==> src/rtl/serial_encoder.sv <==
// Parallel-in/serial-out encoder: valid/ready word intake, one-word holding register, LSB-first shifting.
// Optional macro ENCODER_PARITY_EN appends an even-parity bit cycle after each data frame.
module serial_encoder #(
    parameter int WIDTH = 8
) (
    input  logic             clock,
    input  logic             reset,
    input  logic [WIDTH-1:0] parallelIn,
    input  logic             inValid,
    output logic             inReady,
    output logic             serialOut,
    output logic             frameStart,
    output logic             busy
);

    localparam int CW = (WIDTH > 2) ? $clog2(WIDTH) : 1;
    localparam logic [CW-1:0] LAST_BIT = CW'(WIDTH - 1);

`ifdef ENCODER_PARITY_EN
    typedef enum logic [1:0] {IDLE = 2'd0, SHIFT = 2'd1, PARITY = 2'd2} state_t;
`else
    typedef enum logic [1:0] {IDLE = 2'd0, SHIFT = 2'd1} state_t;
`endif

    state_t           r_state;
    state_t           w_state_next;
    logic [WIDTH-1:0] r_shift;
    logic [WIDTH-1:0] w_shift_next;
    logic [CW-1:0]    r_bit_cnt;
    logic [CW-1:0]    w_bit_cnt_next;
    logic [WIDTH-1:0] r_hold;
    logic [WIDTH-1:0] w_hold_next;
    logic             r_hold_full;
    logic             w_hold_full_next;
    logic             w_accept;
    logic             w_last_bit;
    logic             w_frame_end;
`ifdef ENCODER_PARITY_EN
    logic             r_parity;
    logic             w_parity_next;
`endif

    assign w_accept   = inValid && !r_hold_full;
    assign w_last_bit = (r_state == SHIFT) && (r_bit_cnt == LAST_BIT);

`ifdef ENCODER_PARITY_EN
    assign w_frame_end = (r_state == IDLE) || (r_state == PARITY);
`else
    assign w_frame_end = (r_state == IDLE) || w_last_bit;
`endif

    always_ff @(posedge clock) begin
        if (reset) begin
            r_state     <= IDLE;
            r_shift     <= '0;
            r_bit_cnt   <= '0;
            r_hold      <= '0;
            r_hold_full <= 1'b0;
        end else begin
            r_state     <= w_state_next;
            r_shift     <= w_shift_next;
            r_bit_cnt   <= w_bit_cnt_next;
            r_hold      <= w_hold_next;
            r_hold_full <= w_hold_full_next;
        end
    end

`ifdef ENCODER_PARITY_EN
    always_ff @(posedge clock) begin
        if (reset) begin
            r_parity <= 1'b0;
        end else begin
            r_parity <= w_parity_next;
        end
    end
`endif

    always_comb begin
        w_state_next     = r_state;
        w_shift_next     = r_shift;
        w_bit_cnt_next   = r_bit_cnt;
        w_hold_next      = r_hold;
        w_hold_full_next = r_hold_full;
`ifdef ENCODER_PARITY_EN
        w_parity_next    = r_parity;
`endif
        if (w_frame_end) begin
            // A full hold always wins; inReady is low then, so no accept can collide.
            if (r_hold_full) begin
                w_shift_next     = r_hold;
                w_hold_full_next = 1'b0;
                w_state_next     = SHIFT;
                w_bit_cnt_next   = '0;
`ifdef ENCODER_PARITY_EN
                w_parity_next    = ^r_hold;
`endif
            end else if (w_accept) begin
                w_shift_next   = parallelIn;
                w_state_next   = SHIFT;
                w_bit_cnt_next = '0;
`ifdef ENCODER_PARITY_EN
                w_parity_next  = ^parallelIn;
`endif
            end else begin
                w_state_next = IDLE;
            end
        end else begin
            if (w_accept) begin
                w_hold_next      = parallelIn;
                w_hold_full_next = 1'b1;
            end
            if (r_state == SHIFT) begin
                w_shift_next = r_shift >> 1;
                if (!w_last_bit) begin
                    w_bit_cnt_next = r_bit_cnt + 1'b1;
                end
`ifdef ENCODER_PARITY_EN
                else begin
                    w_state_next = PARITY;
                end
`endif
            end
        end
    end

    always_comb begin
        serialOut = 1'b0;
        if (r_state == SHIFT) begin
            serialOut = r_shift[0];
        end
`ifdef ENCODER_PARITY_EN
        else if (r_state == PARITY) begin
            serialOut = r_parity;
        end
`endif
    end

    assign frameStart = (r_state == SHIFT) && (r_bit_cnt == '0);
    assign busy       = (r_state != IDLE);
    assign inReady    = !r_hold_full;

endmodule
==> config.mk <==
export PLATFORM = sky130hd
export DESIGN_NAME = serial_encoder
export DESIGN_NICKNAME = d
export VERILOG_FILES = /design/src/rtl/serial_encoder.sv
export SDC_FILE = /design/constraint.sdc
export NUM_CORES = 1
export LEC_CHECK = 0
export ABC_AREA = 1
export BUFFER_PORTS_ARGS = -buffer_cell sky130_fd_sc_hd__buf_4
export CORE_MARGIN = 1.5
export CORE_UTILIZATION = 50
export CTS_BUF_LIST = sky130_fd_sc_hd__clkbuf_2
export DETAILED_ROUTE_END_ITERATION = 10
export PLACE_DENSITY = 0.76
export SLEW_MARGIN = 20
export SYNTH_ARGS = -nofsm -noshare
export SYNTH_HDL_FRONTEND = slang
export SYNTH_SLANG_ARGS = --single-unit
==> constraint.sdc <==
create_clock -name clock -period 2 [get_ports clock]
set_clock_uncertainty 0.2 [all_clocks]
set_input_delay 0.2 -clock clock [delete_from_list [all_inputs] [get_ports clock]]
set_output_delay 0.2 -clock clock [all_outputs]
set_load 0.02 [all_outputs]
-- After elaboration in Yosys (flattened, before gate mapping)
Index checks and enable logic that the tools add are counted.
Widths: inputs -> output; s select.
- bits in registers: 22
- bits of input ports: 11
- output and inout port bits: 4
- logic and storage cells: 36
- add/subtract/negate cells: 1
- equality and inequality tests: 4
- multiplexer cells: 12
- bitwise gates (word level): 1
- reduce and logical (&&, ||, !) cells: 13
- operator list (cell ; count):
    $mux 8 ; 4
    $mux 3 ; 5
    $reduce_and 2->1 ; 2
    $reduce_bool 2->1 ; 2
    $add 3x1->3 const B ; 1
    $eq 3x3->1 const B ; 1
    $logic_and 1x1->1 ; 3
    $logic_not 3->1 ; 1
    $mux 1 ; 3
    $ne 3x3->1 const B ; 1
    $reduce_and 3->1 ; 1
    $eq 2x1->1 const B ; 1
    $logic_not 2->1 ; 1
    $ne 2x1->1 const B ; 1
    $reduce_or 2->1 ; 1
    $logic_not 1->1 ; 1
    $logic_or 1x1->1 ; 1
    $not 1->1 ; 1

-- Logic depth before layout (Yosys ltp)
Gate-level depths: netlist of the first run.
- depth in word-level cells: 5
- mapped depth: 9

-- Least setup slack after synthesis of the first run
OpenSTA, ideal clock, no wires.
- kind: reg2reg
- start point: reg r_bit_cnt[0]
- end point: reg r_shift[0]
- library setup time: 0.115 ns
- arrival time: 1.332 ns
- path slack: 0.354 ns
- stages on the path, launching flop included: 10
- clock period less this slack: 1.646 ns
- path through: dfxtp_1 ha_1 ha_1 inv_2 nand2_2 nand2_4 buf_6 nand2_1 nor2_1 nor2_1
- word-level cells in the longest chain between the ends: 5
- elaborated cells between the ends (all ways): 7
- those cells by class: 2 x eq/ne; 1 x mux; 4 x reduce/logical
- ends and longest elaborated chain (item ; RTL line ; text):
    start, declared ; 29 ; logic [CW-1:0] r_bit_cnt;
    start signal, assigned ; 62 ; r_bit_cnt <= w_bit_cnt_next;
    $eq 3x3->1 (*) ; 44 ; assign w_last_bit = (r_state == SHIFT) && (r_bit_cnt == LAST_BIT);
    $logic_and 1x1->1 (*) ; 44 ;
    $logic_or 1x1->1 (*) ; 49 ; assign w_frame_end = (r_state == IDLE) || w_last_bit;
    $ne 3x3->1 (no line) / $reduce_bool 2->1 (equally long branches) ; - ;
    $reduce_and 2->1 (no line) ; - ;
    end signal, assigned ; 61 ; r_shift <= w_shift_next;
    end, declared ; 27 ; logic [WIDTH-1:0] r_shift;
Mark *: on every way between the ends. The rest lies on a longest branch, timed or not.
A chain may end at the register's enable or synchronous reset.

-- Worst setup path after layout of the first run
- start point: reg r_bit_cnt[0]
- end point: reg r_shift[4]
The elaborated chain is that of the path after synthesis.

==> run_results.csv, run 1 <==
group,metric,value,unit
clock_tree,tritoncts,"built",
power_and_ir_drop,max-vdd-ir-drop,0.3547,mV
setup_path,cp.arrival,1.79,ns
clock_tree,cts_num_sinks,21,
clock_tree,worstSkewPairLatency,0.31,ns
timing,slew_violations,0,
yosys,syn-cell-area,1129,um^2
setup_path,cpLargestDelayFamily,"simple AND/OR/NAND/NOR gates",
timing,final.min_clock_period,1.743,ns
yosys,yosys_warnings,0,
power_and_ir_drop,power.total,0.8374,mW
status,outcome,"complete, no violations",
grt,grt.overflow.total,0,
floorplanning,die_y,50.51,um
final_layout,area.growth.synth_to_final,18.74,%
clock_tree,h-tree-depth,1,
floorplanning,num_rows,17,
drt,drc_errors,0,
setup_path,worst-r2r-setup-slack,0.26,ns
grt,first_global_vias,961,
yosys,post_synth_inst_count,177,
grt,wire_length_of_the_first_global_routing_pass,3877,um
yosys,postSynthRegisterBits,21,
setup_path,timing.reg2reg.worst_path_depth,8,
drt,dr.pass1.iters,4,
timing,layout_worst_path_cycle_share,87.17,%
setup_path,critical_path.slowest_cell,"dfxtp_1",
timing,timing.slew.headroom,61.05,%
drt,totalWireLength,2147,um
floorplanning,start_util,52.02,%
min_path,min_delay_path_depth,2,
yosys,synth.net_count,191,
clock_tree,clk_pin_slew_worst_paths,0.20,ns
final_layout,layout-drive-gt1-share,14.50,%
timing,hold_violation_total_from_the_final_report,0,
floorplanning,dieWidth,50.51,um
drt,avgRoutedWirePerCell,9.417,um
placed_design,estimated_wirelength_of_the_detail_placed_design,1572,um
clock_tree,clockBufferDepth,2,
setup_path,cp.required,2.04,ns
yosys,seq_area_frac_synth,37.25,%
grt,grt_max_degree,22,
final_layout,nets_final,215,
floorplanning,io_pins,15,
clock_tree,cts.root.buffer_cell,"clkbuf_2",
drt,vias,1024,
grt,grt.total_usage,19.76,%
timing,fin_tns_setup,0,ns
final_layout,num_antenna_cells,0,
floorplanning,dieArea,2551,um^2
min_path,hp-class,"register to register",
floorplanning,core-area,2170,um^2
setup_path,worst-path-buf-inv,1,
power_and_ir_drop,powerDensity,624.9,nW/um^2
setup_path,crit_fanout,16,
drt,route.antenna.remaining_nets,0,
timing,achievable_freq,573.6,MHz
yosys,synth.avg_cell_area,6.376,um^2
power_and_ir_drop,leakagePower,0.7402,nW
clock_tree,cts-buffers-inserted,3,
setup_path,worstSetupStartpointType,"register",
setup_path,timing.critical_path.depth,8,
yosys,synthDistinctLibCells,18,
drt,detailedRoute.firstIterationViolations,20,
setup_path,crit_path_max_incr_delay,0.37,ns
flow_run,max-cap-violations,0,
setup_path,path_cells,"ha_1 -> ha_1 -> inv_2 -> nand2_2 -> nand2_4 -> nand2_1 -> nor2_1 -> nor2_1",
timing,finalSetupViolCount,0,
timing,max_slew.worst_pin.slew,0.5835,ns
timing,rsz0062_at_grt,"false",
drt,route.detailed.vias_per_inst,4.491,
setup_path,critPathKind,"register to register",
setup_path,setup.worst_path.end_class,"register",
placed_design,place.gp.congestion,0.8114,
grt,antenna_found_initial,0,
placed_design,io_buffer_count,14,
==> cells in the mapped netlist, drive strengths merged <==
cell type / n / area share (%)
nand2: 53 / 19
nor2: 44 / 16
inv: 26 / 8.6
dfxtp: 21 / 37
nand3: 11 / 4.9
o21ai: 9 / 4.0
buf: 6 / 5.3
ha: 3 / 3.3
a21oi: 1 / 0.44
clkbuf: 1 / 0.33
nor3: 1 / 0.44
o211ai: 1 / 0.67
==> placed cells by master (no fill, tap or decap) <==
| cell type | count |
|---|---|
| nand2_1 | 50 |
| o211ai_1 | 1 |
| inv_1 | 22 |
| a21oi_1 | 1 |
| o21ai_0 | 2 |
| nand2_2 | 2 |
| buf_4 | 16 |
| nor2_1 | 42 |
| nor3_1 | 1 |
| nor2_4 | 2 |
| dlygate4sd3_1 | 10 |
| o21ai_1 | 7 |
| clkbuf_2 | 4 |
| nand2_4 | 1 |
| inv_2 | 4 |
| ha_1 | 3 |
| nand3_1 | 11 |
| dfxtp_1 | 21 |
==> area by class of cell <==
type	count	area [um^2]
repair buffers	26	220.2
clock buffers	4	20.02
well taps	28	35.03
fillers	212	829.5
multi-input cells	123	546.8
inverters	26	97.59
flip-flops and latches	21	420.4
==> flip-flops by register name, indices dropped and copies added (netlist names) <==
name and count:
r_hold 8, r_shift 8, r_bit_cnt 3, r_hold_full 1, r_state 1
==> power by group <==
| group | total (mW) | internal [mW] | switching (mW) |
|---|---|---|---|
| sequential | 0.472 | 0.451 | 0.0207 |
| clock | 0.178 | 0.0530 | 0.125 |
| combinational | 0.187 | 0.0827 | 0.105 |
| total | 0.837 | 0.587 | 0.250 |
==> routing by layer <==
| layer | wire length (um) | track usage [%] |
|---|---|---|
| met5 | 0 | 0 |
| met4 | 40 | 8.108 |
| met3 | 43 | 3.571 |
| met2 | 1010 | 33.99 |
| met1 | 1052 | 24.20 |
==> per-stage QoR <==
stage	hold WS [ns]	utilization [%]	instances	instance area [um^2]	worst slack, ns
floorplan	0.07191	-	177	1129	0.3538
global placement	0.1795	56.23	214	1220	0.3181
detailed placement	0.1811	56.23	214	1220	0.2655
CTS	0.3036	61.76	228	1340	0.2341
global route	0.3299	61.76	228	1340	0.1223
finish	0.2999	61.76	228	1340	0.2566
==> cells by family (layout without fill, tap and decap cells) <==
| kind of cell | after synthesis | in the layout | synth area share [%] |
|---|---|---|---|
| buf+inv | 33 | 56 | 14.30 |
| flops | 21 | 21 | 37.25 |
| compound gates | 11 | 11 | 5.099 |
| simple gates | 109 | 109 | 40.02 |
| fa+ha+maj | 3 | 3 | 3.326 |
==> repair_timing <==
action | 4_1_cts | 5_1_grt
hold buffers | 10 | 0
setup buffers | 0 | 0
endpoints found under the hold margin | 10 | 0
resized for setup | 0 | 0
==> worst min-delay path: cells and delay by family, from the launching register on <==
family | cells | cell delay, ns
flip-flops | 1 | 0.36
AND/OR/NAND/NOR | 2 | 0.12
==> path summary, 6_finish.rpt <==
path / from / to
max: r_bit_cnt[0] / r_shift[4]
min: r_bit_cnt[2] / r_bit_cnt[2]
max reg2reg: r_bit_cnt[0] / r_shift[4]
min reg2reg: r_bit_cnt[2] / r_bit_cnt[2]
Note: power is estimated with default switching activity, not from simulation.
==> run 2, diff against run 1 <==
--- a/config.mk
+++ b/config.mk
@@ -17,2 +17,3 @@
 export SYNTH_HDL_FRONTEND = slang
 export SYNTH_SLANG_ARGS = --single-unit
+export TNS_END_PERCENT = 50
==> constraint.sdc (replaced) <==
create_clock -name clock -period 2 [get_ports clock]
set_clock_uncertainty 0.2 [all_clocks]
set_input_delay 0.5 -clock clock [delete_from_list [all_inputs] [get_ports clock]]
set_output_delay 0.5 -clock clock [all_outputs]
set_load 0.02 [all_outputs]
==> run 2 against run 1 <==
  * Core utilization is 3.6 points lower
  * Non-clock buffer count is 9 lower
  * Largest cell class unchanged
  * Total power is 0.21% higher
  * Highest routed layer unchanged
  * Wire length is 1.3% higher
==> run_results.csv, run 2 (synthesis gave the netlist of run 1 again) <==
group,metric,value,unit
status,outcome,"complete, no violations",
grt,wire_length_of_the_first_global_routing_pass,4002,um
setup_path,crit_fanout,4,
floorplanning,dieArea,2551,um^2
grt,grt.total_usage,20.88,%
grt,grt_max_degree,17,
floorplanning,die_y,50.51,um
timing,final.min_clock_period,1.891,ns
power_and_ir_drop,leakagePower,0.7044,nW
setup_path,timing.critical_path.depth,5,
setup_path,critical_path_end,"frameStart",
setup_path,cp.arrival,1.19,ns
clock_tree,hold_buffers,0,
timing,slew_violations,0,
setup_path,worstSetupStartpointType,"register",
timing,layout_worst_path_cycle_share,94.56,%
placed_design,place.gp.congestion,0.7892,
setup_path,critical_path.slowest_cell,"dfxtp_2",
setup_path,worst-path-buf-inv,2,
power_and_ir_drop,max-vdd-ir-drop,0.4493,mV
drt,avgRoutedWirePerCell,9.927,um
floorplanning,num_rows,17,
setup_path,setup.worst_path.end_class,"primary output",
floorplanning,dieWidth,50.51,um
placed_design,dpl.cell_count,215,
clock_tree,clk_pin_slew_worst_paths,0.20,ns
floorplanning,io_pins,15,
min_path,hp-class,"input pin to register",
timing,finalHoldWorstSlack,0.1051,ns
setup_path,path_cells,"inv_2 -> ha_4 -> nand2_1 -> nor2_1 -> buf_4",
timing,hold_violation_total_from_the_final_report,0,
floorplanning,core-area,2170,um^2
clock_tree,worstSkewPairLatency,0.33,ns
clock_tree,cts_num_sinks,21,
final_layout,nets_final,206,
final_layout,num_antenna_cells,0,
min_path,min_from,"reset",
floorplanning,start_util,52.02,%
final_layout,area.growth.synth_to_final,11.86,%
drt,route.detailed.vias_per_inst,4.653,
clock_tree,postCtsSetupRepairBufs,0,
grt,antenna_found_initial,0,
setup_path,worst-r2r-setup-slack,0.24,ns
final_layout,most_frequent_standard_cell_in_the_layout_excluding_fill_and_tap_cells,"nand2_1",
drt,route.antenna.remaining_nets,0,
timing,timing.slew.headroom,74.81,%
drt,detailedRoute.firstIterationViolations,13,
timing,achievable_freq,528.7,MHz
clock_tree,h-tree-depth,1,
drt,dr.pass1.iters,4,
final_layout,final_cell_mix,"50 x nand2_1, 42 x nor2_1, 20 x inv_1",
setup_path,cpLargestDelayFamily,"flip-flops",
placed_design,io_buffer_count,14,
placed_design,estimated_wirelength_of_the_detail_placed_design,1671,um
final_layout,fin_cells,219,
drt,totalWireLength,2174,um
final_layout,layout-drive-gt1-share,18.32,%
final_layout,reg.largest.list,"r_hold x8, r_shift x8, r_bit_cnt x3",
setup_path,cp.required,1.30,ns
placed_design,dpl_cell_area,1227,um^2
setup_path,crit_path_start,"r_bit_cnt[0]",
final_layout,finalInstanceArea,1262,um^2
flow_run,max-cap-violations,0,
timing,max_slew.worst_pin.slew,0.3774,ns
power_and_ir_drop,powerDensity,664.7,nW/um^2
clock_tree,post_cts.resized_instances,0,
final_layout,nFillCells,231,
setup_path,r2r_end,"r_hold[7]",
setup_path,timing.reg2reg.worst_path_depth,7,
clock_tree,cts-buffers-inserted,3,
setup_path,critPathKind,"register to primary output",
setup_path,r2r-start,"r_bit_cnt[0]",
clock_tree,tritoncts,"built",
grt,first_global_vias,975,
clock_tree,clockBufferDepth,2,
drt,vias,1019,
grt,grt.overflow.total,0,
setup_path,crit_path_max_incr_delay,0.38,ns
timing,finalSetupViolCount,0,
drt,drc_errors,0,
clock_tree,cts.root.buffer_cell,"clkbuf_2",
[run 2: routing by layer]
| metal | up-vias | part of all wire, % | track usage (%) |
|---|---|---|---|
| li1 | 554 | - | - |
| met5 | - | 0 | 0 |
| met3 | 9 | 3.0 | 3.571 |
| met2 | 23 | 47 | 33.99 |
| met4 | 0 | 3.5 | 12.61 |
| met1 | 433 | 46 | 25.71 |
[run 2: worst min path at each step]
stage / endpoint / slack (ns) / cells after the start
after global routing: r_state[0] / 0.09 / 2
after floorplan: r_bit_cnt[0] / 0.25 / 1
after detailed placement: r_bit_cnt[0] / 0.28 / 1
after CTS: r_state[0] / 0.11 / 2
final: r_state[0] / 0.11 / 2
after global placement: r_bit_cnt[0] / 0.27 / 1
[run 2: power breakdown]
part           total, mW  switching, mW  internal [mW]
logic              0.181          0.108         0.0729
clock network      0.188          0.135         0.0529
registers          0.471         0.0185          0.452
total              0.839          0.261          0.578
[run 2: worst register-to-register path: stages, from the launching register on]
cell and delay, ns:
dfxtp_2 0.38, ha_1 0.20, ha_1 0.23, nor2_4 0.25, nand2_2 0.22, nand2_1 0.10, nand2_1 0.05, nor2_1 0.09
[run 2: layout make-up]
type	count	area (um^2)	share of cell area, %
tap	28	35.03	2.775
sequential	21	422.9	33.50
inverter	26	97.59	7.730
clock buffer	4	20.02	1.586
timing repair buffer	17	127.6	10.11
multi-input combinational	123	559.3	44.30
[run 2: per-stage QoR]
step	setup TNS (ns)	total power [mW]	setup WS [ns]	utilization, %
2_1_floorplan	0	0.6104	0.3342	-
3_3_place_gp	0	0.6477	0.3126	56.57
3_5_place_dp	0	0.6562	0.2674	56.57
4_1_cts	0	0.8370	0.04396	57.50
5_1_grt	-0.0001612	0.8892	-0.0001612	58.19
6_report	0	0.8391	0.1087	58.19
